===== config.mk =====
export PLATFORM = sky130hd
export DESIGN_NAME = program_loader_flat
export DESIGN_NICKNAME = d
export VERILOG_FILES = /design/src/rtl/program_loader_pkg.sv /design/src/rtl/program_loader_if.sv /design/src/rtl/program_loader_word_assembler.sv /design/src/rtl/program_loader.sv /design/src/flat_wrapper.sv
export SDC_FILE = /design/constraint.sdc
export NUM_CORES = 1
export LEC_CHECK = 0
export CORE_ASPECT_RATIO = 0.75
export CORE_MARGIN = 2
export CORE_UTILIZATION = 47
export DETAILED_ROUTE_END_ITERATION = 16
export PLACE_DENSITY = 0.7
export SLEW_MARGIN = 10
export SYNTH_ARGS = -nofsm -noshare
export SYNTH_HDL_FRONTEND = slang
export SYNTH_SLANG_ARGS = --single-unit

===== constraint.sdc =====
create_clock -name clk -period 4.6 [get_ports clk]
set_input_delay 1.15 -clock clk [delete_from_list [all_inputs] [get_ports clk]]
set_output_delay 1.15 -clock clk [all_outputs]
set_load 0.01 [all_outputs]

===== src/rtl/program_loader_pkg.sv =====
// program_loader_pkg: shared constants, state encoding and checksum type for the boot loader
package program_loader_pkg;
    localparam int DEF_MEM_SIZE  = 4096;
    localparam int DEF_WORD_SIZE = 20;
    localparam int DEF_ADDR_SIZE = 16;

    function automatic int bpw(input int word_size);
        return (word_size + 7) / 8;
    endfunction

    localparam int BPW = bpw(DEF_WORD_SIZE);

    typedef logic [7:0] csum_t;
    typedef logic [2:0] state_t;

    localparam state_t IDLE   = 3'd0;
    localparam state_t CNT_HI = 3'd1;
    localparam state_t CNT_LO = 3'd2;
    localparam state_t BYTE   = 3'd3;
    localparam state_t WRITE  = 3'd4;
    localparam state_t CSUM   = 3'd5;
    localparam state_t DONE   = 3'd6;
    localparam state_t ERROR  = 3'd7;
endpackage


===== src/rtl/program_loader_if.sv =====
// program_loader_if: host byte stream plus program RAM write port
interface program_loader_if
    import program_loader_pkg::*;
#(
    parameter int WORD_SIZE = DEF_WORD_SIZE,
    parameter int ADDR_SIZE = DEF_ADDR_SIZE
);
    logic [7:0]           rx_data_i;
    logic                 rx_valid_i;
    logic                 rx_ready_o;
    logic                 wr_en_o;
    logic [ADDR_SIZE-1:0] wr_addr_o;
    logic [WORD_SIZE-1:0] wr_data_o;

    modport slave  (input rx_data_i, rx_valid_i, output rx_ready_o, wr_en_o, wr_addr_o, wr_data_o);
    modport master (output rx_data_i, rx_valid_i, input rx_ready_o, wr_en_o, wr_addr_o, wr_data_o);
endinterface


===== src/rtl/program_loader_word_assembler.sv =====
// word_assembler: big-endian byte shift register; word_full flags that the next shift completes a word
module word_assembler
    import program_loader_pkg::*;
#(
    parameter int WORD_SIZE = DEF_WORD_SIZE,
    parameter int NB        = BPW
) (
    input  logic                 clk,
    input  logic                 reset_n,
    input  logic                 clear,
    input  logic                 shift,
    input  logic [7:0]           data,
    output logic [WORD_SIZE-1:0] word,
    output logic                 word_full
);
    localparam int IW = NB > 1 ? $clog2(NB) : 1;

    logic [IW-1:0] idx;

    assign word_full = idx == IW'(NB - 1);

    // bits shifted above WORD_SIZE fall off, discarding the excess of the first byte
    always_ff @(posedge clk or negedge reset_n) begin
        if (!reset_n) begin
            idx  <= '0;
            word <= '0;
        end else if (clear) begin
            idx  <= '0;
            word <= '0;
        end else if (shift) begin
            word <= WORD_SIZE'({word, data});
            idx  <= word_full ? '0 : idx + 1'b1;
        end
    end
endmodule


===== src/rtl/program_loader.sv =====
// program_loader: streams a checksummed image into program RAM, holding the core in reset until it verifies
module program_loader
    import program_loader_pkg::*;
#(
    parameter int MEM_SIZE  = DEF_MEM_SIZE,
    parameter int WORD_SIZE = DEF_WORD_SIZE,
    parameter int ADDR_SIZE = DEF_ADDR_SIZE
) (
    input  logic             clk,
    input  logic             reset_n,
    input  logic             start_i,
    program_loader_if.slave  bus,
    output logic             cpu_reset_o,
    output logic             busy_o,
    output logic             done_o,
    output logic             error_o
);
    localparam logic [16:0] MAX_N = 17'(MEM_SIZE);

    state_t               state, nxt;
    logic [15:0]          remaining;
    logic [15:0]          n;
    logic [ADDR_SIZE-1:0] addr;
    csum_t                sum;
    logic                 accept, launch, word_full;
    logic [WORD_SIZE-1:0] word;

    assign accept = bus.rx_valid_i && bus.rx_ready_o;
    assign launch = start_i && (state == IDLE || state == DONE || state == ERROR);
    // remaining holds COUNT_HI in its low byte until COUNT_LO arrives
    assign n = {remaining[7:0], bus.rx_data_i};
    assign bus.wr_addr_o = addr;
    assign bus.wr_data_o = word;

    word_assembler #(.WORD_SIZE(WORD_SIZE), .NB(bpw(WORD_SIZE))) u_asm (
        .clk       (clk),
        .reset_n   (reset_n),
        .clear     (launch),
        .shift     (accept && state == BYTE),
        .data      (bus.rx_data_i),
        .word      (word),
        .word_full (word_full)
    );

    always_comb begin
        nxt = state;
        case (state)
            IDLE, DONE, ERROR: nxt = launch ? CNT_HI : state;
            CNT_HI:            nxt = accept ? CNT_LO : state;
            CNT_LO:            if (accept) nxt = (n == 16'd0) ? CSUM : ({1'b0, n} > MAX_N) ? ERROR : BYTE;
            BYTE:              nxt = (accept && word_full) ? WRITE : state;
            WRITE:             nxt = (remaining == 16'd1) ? CSUM : BYTE;
            CSUM:              if (accept) nxt = (csum_t'(sum + bus.rx_data_i) == 8'd0) ? DONE : ERROR;
            default:           nxt = IDLE;
        endcase
    end

    always_ff @(posedge clk or negedge reset_n) begin
        if (!reset_n) begin
            state          <= IDLE;
            remaining      <= '0;
            addr           <= '0;
            sum            <= '0;
            bus.rx_ready_o <= 1'b0;
            bus.wr_en_o    <= 1'b0;
            cpu_reset_o    <= 1'b1;
            busy_o         <= 1'b0;
            done_o         <= 1'b0;
            error_o        <= 1'b0;
        end else begin
            state          <= nxt;
            bus.rx_ready_o <= nxt == CNT_HI || nxt == CNT_LO || nxt == BYTE || nxt == CSUM;
            bus.wr_en_o    <= nxt == WRITE;
            cpu_reset_o    <= nxt != DONE;
            busy_o         <= !(nxt == IDLE || nxt == DONE || nxt == ERROR);
            done_o         <= nxt == DONE;
            error_o        <= nxt == ERROR;
            if (launch) begin
                sum  <= '0;
                addr <= '0;
            end else begin
                if (accept) sum <= sum + bus.rx_data_i;
                if (state == WRITE) addr <= addr + 1'b1;
            end
            if (accept && state == CNT_HI) remaining <= {8'd0, bus.rx_data_i};
            else if (accept && state == CNT_LO) remaining <= n;
            else if (state == WRITE) remaining <= remaining - 16'd1;
        end
    end
endmodule


===== src/flat_wrapper.sv =====
// flat-port wrapper written by rule: the top's interface ports become plain ports
module program_loader_flat import program_loader_pkg::*;
#(
    parameter int MEM_SIZE  = DEF_MEM_SIZE,
    parameter int WORD_SIZE = DEF_WORD_SIZE,
    parameter int ADDR_SIZE = DEF_ADDR_SIZE
)
  (clk, reset_n, start_i, cpu_reset_o, busy_o, done_o, error_o, bus_rx_data_i, bus_rx_valid_i, bus_rx_ready_o, bus_wr_en_o, bus_wr_addr_o, bus_wr_data_o);
  program_loader_if #(.WORD_SIZE(WORD_SIZE), .ADDR_SIZE(ADDR_SIZE)) bus_i ();
  input  logic clk;
  input  logic reset_n;
  input  logic start_i;
  output logic cpu_reset_o;
  output logic busy_o;
  output logic done_o;
  output logic error_o;
  input wire logic [$bits(bus_i.rx_data_i)-1:0] bus_rx_data_i;
  input wire logic [$bits(bus_i.rx_valid_i)-1:0] bus_rx_valid_i;
  output wire logic [$bits(bus_i.rx_ready_o)-1:0] bus_rx_ready_o;
  output wire logic [$bits(bus_i.wr_en_o)-1:0] bus_wr_en_o;
  output wire logic [$bits(bus_i.wr_addr_o)-1:0] bus_wr_addr_o;
  output wire logic [$bits(bus_i.wr_data_o)-1:0] bus_wr_data_o;
  assign bus_i.rx_data_i = bus_rx_data_i;
  assign bus_i.rx_valid_i = bus_rx_valid_i;
  assign bus_rx_ready_o = bus_i.rx_ready_o;
  assign bus_wr_en_o = bus_i.wr_en_o;
  assign bus_wr_addr_o = bus_i.wr_addr_o;
  assign bus_wr_data_o = bus_i.wr_data_o;
  program_loader #(.MEM_SIZE(MEM_SIZE), .WORD_SIZE(WORD_SIZE), .ADDR_SIZE(ADDR_SIZE)) u_core (.clk(clk), .reset_n(reset_n), .start_i(start_i), .bus(bus_i), .cpu_reset_o(cpu_reset_o), .busy_o(busy_o), .done_o(done_o), .error_o(error_o));
endmodule

# ---- After elaboration in Yosys (flattened, before gate mapping)
# Index checks and enable logic that the tools add are counted.
# W data, S select, Z words.
dict set report word_totals {
  ff_bits 71
  latchBits 0
  ram_bits 0
  mem_bits_ro 0
  in_bits 12
  out_inout_bits 42
  wordCells 79
  mem_count 0
}
dict set report classes {
  addsub 4
  n_mul 0
  div_mod_pow 0
  n_lt_le_gt_ge 1
  eq_ne 17
  shifts 0
  muxes 22
  bitwise_logic 0
  reduce_logical 23
}
# cell count
set op_table {}
lappend op_table {{$mux W16} 5}
lappend op_table {{$mux W20} 2}
lappend op_table {{$eq A3 B3 Y1 const B} 8}
lappend op_table {{$mux W3} 8}
lappend op_table {{$pmux W3 S6} 1}
lappend op_table {{$add A16 B1 Y16 const B} 1}
lappend op_table {{$eq A16 B1 Y1 const B} 1}
lappend op_table {{$gt A16 B13 Y1 const B} 1}
lappend op_table {{$logic_not A16 Y1} 1}
lappend op_table {{$mux W8} 2}
lappend op_table {{$sub A16 B1 Y16 const B} 1}
lappend op_table {{$eq A3 B2 Y1 const B} 4}
lappend op_table {{$add A8 B8 Y8} 1}
lappend op_table {{$logic_not A8 Y1} 1}
lappend op_table {{$logic_or A1 B1 Y1} 7}
lappend op_table {{$eq A3 B1 Y1 const B} 2}
lappend op_table {{$logic_and A1 B1 Y1} 6}
lappend op_table {{$logic_not A3 Y1} 2}
lappend op_table {{$mux W2} 3}
lappend op_table {{$reduce_bool A2 Y1} 3}
lappend op_table {{$ne A3 B3 Y1 const B} 1}
lappend op_table {{$reduce_bool A3 Y1} 1}
lappend op_table {{$reduce_or A3 Y1} 1}
lappend op_table {{$add A2 B1 Y2 const B} 1}
lappend op_table {{3 further kinds} 3}

# ---- Depth between registers and ports, before layout
dict set report depth {
  ltp_word 10
  ltp_mapped 9
  depth_no_buf 9
}

# ---- Hierarchy
# Synthesis repeated with hierarchy kept, for this count alone.
dict set report unflattened {
  hier_cells 377
  area_unflattened_um2 3676.0
}
# mod instances cells_each area_per_inst_um2 seq_area_each_um2
set modules_own_cells {}
lappend modules_own_cells {program_loader 1 303 2775.2 1227.4}
lappend modules_own_cells {word_assembler 1 74 900.9 550.5}

# ---- Least setup slack after synthesis
# No wires, ideal clock.
dict set report synth_timing {
  path_kind {input-to-reg}
  startpoint {input port bus_rx_data_i[0]}
  endpoint {register u_core.error_o}
  setup_time_ns 0.120
  arrival_time_ns 2.869
  t_required_ns 4.480
  path_slack_ns 1.611
  cell_stages 9
  n_path_buf 0
  path_cell_list {ha_1 fa_1 a211oi_2 o21bai_1 a21oi_1 xor2_1 a41o_1 inv_2 and3_1}
}
dict set report synth_via {
  elab_chain_len 6
  elab_cells_between_ends 11
  classes_between {add/sub: 1; order compare: 1; eq/ne: 1; mux: 6; reduce/logical: 2}
}
# element line_no
set synth_rtl {}
lappend synth_rtl {{start: declaration} flat_wrapper.sv:17} ;# input wire logic [$bits(bus_i.rx_data_i)-1:0] bus_rx_data_i;
lappend synth_rtl {{$add A8 B8 Y8} program_loader.sv:53} ;# CSUM: if (accept) nxt = (csum_t'(sum + bus.rx_data_i) == 8'd0) ? DONE : ERROR;
lappend synth_rtl {{$logic_not A8 Y1} program_loader.sv:53}
lappend synth_rtl {{$mux W1} program_loader.sv:53}
lappend synth_rtl {{$mux W3} program_loader.sv:53}
lappend synth_rtl {{$pmux W3 S6 *} program_loader.sv:47} ;# case (state)
lappend synth_rtl {{net u_core.nxt[0]} program_loader.sv:20} ;# state_t state, nxt;
lappend synth_rtl {{$eq A3 B3 Y1 *} program_loader.sv:77} ;# error_o <= nxt == ERROR;
lappend synth_rtl {{end signal: assignment} program_loader.sv:69} ;# error_o <= 1'b0;
lappend synth_rtl {{end signal: assignment} program_loader.sv:77}
lappend synth_rtl {{end: declaration} program_loader.sv:16} ;# output logic error_o
# Mark *: on every way through the listed nets, which the timed path passes. The rest lies on a longest branch.
# A chain may end at the register's enable or synchronous reset.

# ---- Final worst setup path
# Same ends and word-level chain as after synthesis.

==> results.toml <==
[status]
status = "finished clean"

[floorplan]
start_util_pct = 49.3
die_area_um2 = 8600
coreArea_um2 = 7500
num_rows = 27
die_h_um = 80.8
io_pins = 54
die_w_um = 106

[routing]
drc_errors = 0
drt_iter0_drc = 99
vias_per_cell = 5.57
wirelength_um = 8220
vias = 2898
firstDrtPassIters = 6
routedWlPerCell_um = 15.8
ant_nets = 0

[finish]
antenna_cells = 0
area_growth_pct = 22.4
layout-drive-gt1-share_pct = 11.0
regArea_um2 = 1780
design_area_um2 = 4530
nNetsFinal = 437
final_cells = 520
nFillCells = 653
multi_input_area_um2 = 1820
postLayoutCoreUtil_pct = 60.4

[power]
leakagePower_nw = 1.95
power_density_nw_per_um2 = 611
ir_drop_v = 0.000293

[sta]
tightest_slew_ns = 0.613
period_share_pct = 72.8
setup_violations = 0
final_max_slew_viol_count = 0
hold_violations = 0
worst_slack_ns = 1.25
tns_ns = 0
layout_min_cycle_time_ns = 3.35
clock.fmax_ghz = 0.299
rsz0062_at_grt = "no"
relSlewSlack_pct = 59.1
finalClockSkew_ns = 0.00911

[worst_hold_path]
hp-start = "u_core.u_asm.word[18]"
hold_end = "u_core.u_asm.word[18]"
hold_depth = 1
min_path_type = "reg2reg"

[place]
placed_area_um2 = 4300
io_buffers = 53
pre_cts_slack_ns = 0.867
routabilityCongestion = 0.806
dpl.hpwl_um = 5700
dp.cells = 504

[synthesis]
synth_xor_area_share_pct = 6.63
synth_compound_area_share_pct = 16.5
syn_avg_cell_area_um2 = 10.2
syn_nets = 384
synth_top_family_by_area = "simple AND/OR/NAND/NOR gates"
ys_seq_area_share_pct = 48.1
synth-adder-area-share_pct = 3.92
synth_cell_types = 59
synth-async-reset-ratio_pct = 100
synthSimpleGateAreaFrac_pct = 20.7
ys_warn_count = 0
ys_ff_latch = 71
muxShareOfSynthArea_pct = 1.39
synth_area_um2 = 3700
synthFlopType = "dfrtp_1"
synth_edf_count = 0
syn_inst = 361

[worst_setup_path]
path_cells = "clkdlybuf4s50_1 -> ha_1 -> fa_1 -> a211oi_2 -> o21bai_1 -> a21oi_1 -> xor2_1 -> a41o_1 -> inv_2 -> and3_1"
reg2reg_depth = 9
reg2reg_setup_slack_ns = 2.19
regToRegStartpoint = "u_core.sum[0]"
cp_num_buf_inv = 2
slowest_delay_ns = 0.48
path_max_fanout = 4
arrival_ns = 3.60
r2r-end = "u_core.error_o"
required_ns = 4.85
critPathLaunchType = "primary input"
crit_slowest_cell = "clkdlybuf4s50_1"
path_delay_family = "compound AO/OA/AOI/OAI gates"
setup.worst_path.end_class = "flop"
path_class = "in2reg"

[run]
drv_cap = 0

[cts]
cts_buffers = 9
cts_tree = "yes"
clk_latency_ns = 0.36
clockBufferDepth = 2
postCtsSetupRepairBufs = 0
cts-resized-gates = 0
cts_num_sinks = 71
cts-root-buf = "clkbuf_8"
h-tree-depth = 3
postCtsHoldBufs = 0
clkTransAtPathRegs_ns = 0.08

[grt]
grt_util_all_layers_pct = 21.0
grt_pass1_vias = 2800
grt_overflow_total = 0
grt_pass1_wl_um = 13900
antenna_found_initial = 0
grt_max_degree = 43
stage by stage:
stage	power [mW]	hold WS, ns
floorplan	1.82	0.488
global placement	2.17	0.482
detailed placement	2.20	0.484
CTS	2.78	0.503
global route	2.96	0.527
finish	2.76	0.499
cell usage in the layout, fill, tap and decap left out, types with 2 or more instances in the layout:
cell type,Yosys,layout
clkdlybuf4s50_1,0,52
nor3_1,5,5
nor4_4,3,3
a211o_1,2,2
clkbuf_8,0,10
nand2_2,2,2
bufinv_16,0,2
xnor2_1,11,11
a211oi_2,3,3
mux2i_1,4,4
inv_6,0,2
buf_4,0,5
nor2b_1,2,2
nand3_1,12,12
a21o_1,2,2
a211oi_1,8,8
or3_1,4,4
nand2_1,40,40
nand4_1,2,2
inv_1,3,3
nor4_1,3,3
o21bai_1,2,2
o21ai_0,9,9
dfrtp_1,70,70
nor2_1,45,45
a221o_1,2,2
o21ai_1,3,3
a21oi_1,18,18
o21a_1,2,2
a22o_1,21,21
xor2_1,17,17
o211ai_1,2,2
nand2b_1,3,3
and2_0,2,2
ha_1,10,10
and3_1,7,7
nor3_2,2,2
cell type report:
type,instances,share of cell area (%)
multi-input combinational,270,40.1
clock buffer,10,3.04
tap,101,2.79
timing repair buffer,58,12.4
clock inverter,6,2.02
sequential,71,39.3
inverter,4,0.332
logic make-up after synthesis:
kind of cell	count (synthesis)
flip-flops	71
AO/OA/AOI/OAI	83
adder cells (fa/ha/maj)	11
multiplexers	5
buffers and inverters	20
AND/OR/NAND/NOR	143
XOR/XNOR	28
registers in the layout, summed over array words and instances, names as in the netlist:
register and flops:
u_core.cpu_reset_o 1, u_core.state 3, u_core.bus.wr_addr_o 16, u_core.busy_o 1, u_core.error_o 1, u_core.sum 8
u_core.u_asm.word 20, u_core.done_o 1, u_core.remaining 16, u_core.bus.rx_ready_o 1, u_core.u_asm.idx 2, u_core.bus.wr_en_o 1
power by group:
part           internal, mW  switching [mW]
logic                 0.557           0.533
registers             0.842           0.260
clock network         0.324           0.248
synthesized netlist by cell type (all sizes together), types with 2 or more instances:
master | count | area share (%)
nor2b | 2 | 0.34
and3 | 9 | 1.7
a211o | 2 | 0.47
a221o | 2 | 0.54
clkbuf | 7 | 0.71
nor3 | 8 | 1.7
and2 | 2 | 0.34
a21o | 2 | 0.41
xor2 | 17 | 4.0
nor2 | 46 | 4.9
mux2i | 4 | 1.1
or3 | 4 | 0.68
xnor2 | 11 | 2.6
inv | 4 | 0.41
o21bai | 2 | 0.41
ha | 10 | 3.4
nand4 | 2 | 0.34
nor4 | 6 | 2.2
dfrtp | 70 | 47
nand2b | 3 | 0.51
a21oi | 18 | 2.4
a211oi | 11 | 2.6
o21a | 2 | 0.41
a22o | 21 | 5.0
nand3 | 13 | 1.9
o21ai | 13 | 1.9
buf | 9 | 1.7
o211ai | 2 | 0.41
nor3b | 2 | 0.85
nand2 | 42 | 4.4
routing by layer:
layer / part of all wire, % / up-vias / track usage (%)
met2: 42 / 70 / 31.3
li1: - / 1405 / -
met5: 0 / - / 0
met1: 50 / 1415 / 28.6
met4: 1.3 / 0 / 7.53
met3: 6.3 / 8 / 7.30
worst max-delay path by stage:
stage / startpoint / endpoint / slack [ns] / cells past startpoint
2_1_floorplan: bus_rx_data_i[0] / u_core.error_o / 1.61 / 9
5_1_grt: bus_rx_data_i[0] / u_core.error_o / 1.10 / 10
3_5_place_dp: bus_rx_data_i[0] / u_core.error_o / 0.87 / 10
6_report: bus_rx_data_i[0] / u_core.error_o / 1.25 / 10
4_1_cts: bus_rx_data_i[0] / u_core.error_o / 1.26 / 10
3_3_place_gp: bus_rx_data_i[0] / u_core.error_o / 0.95 / 10
No activity file was read; power rests on OpenSTA's default activity.
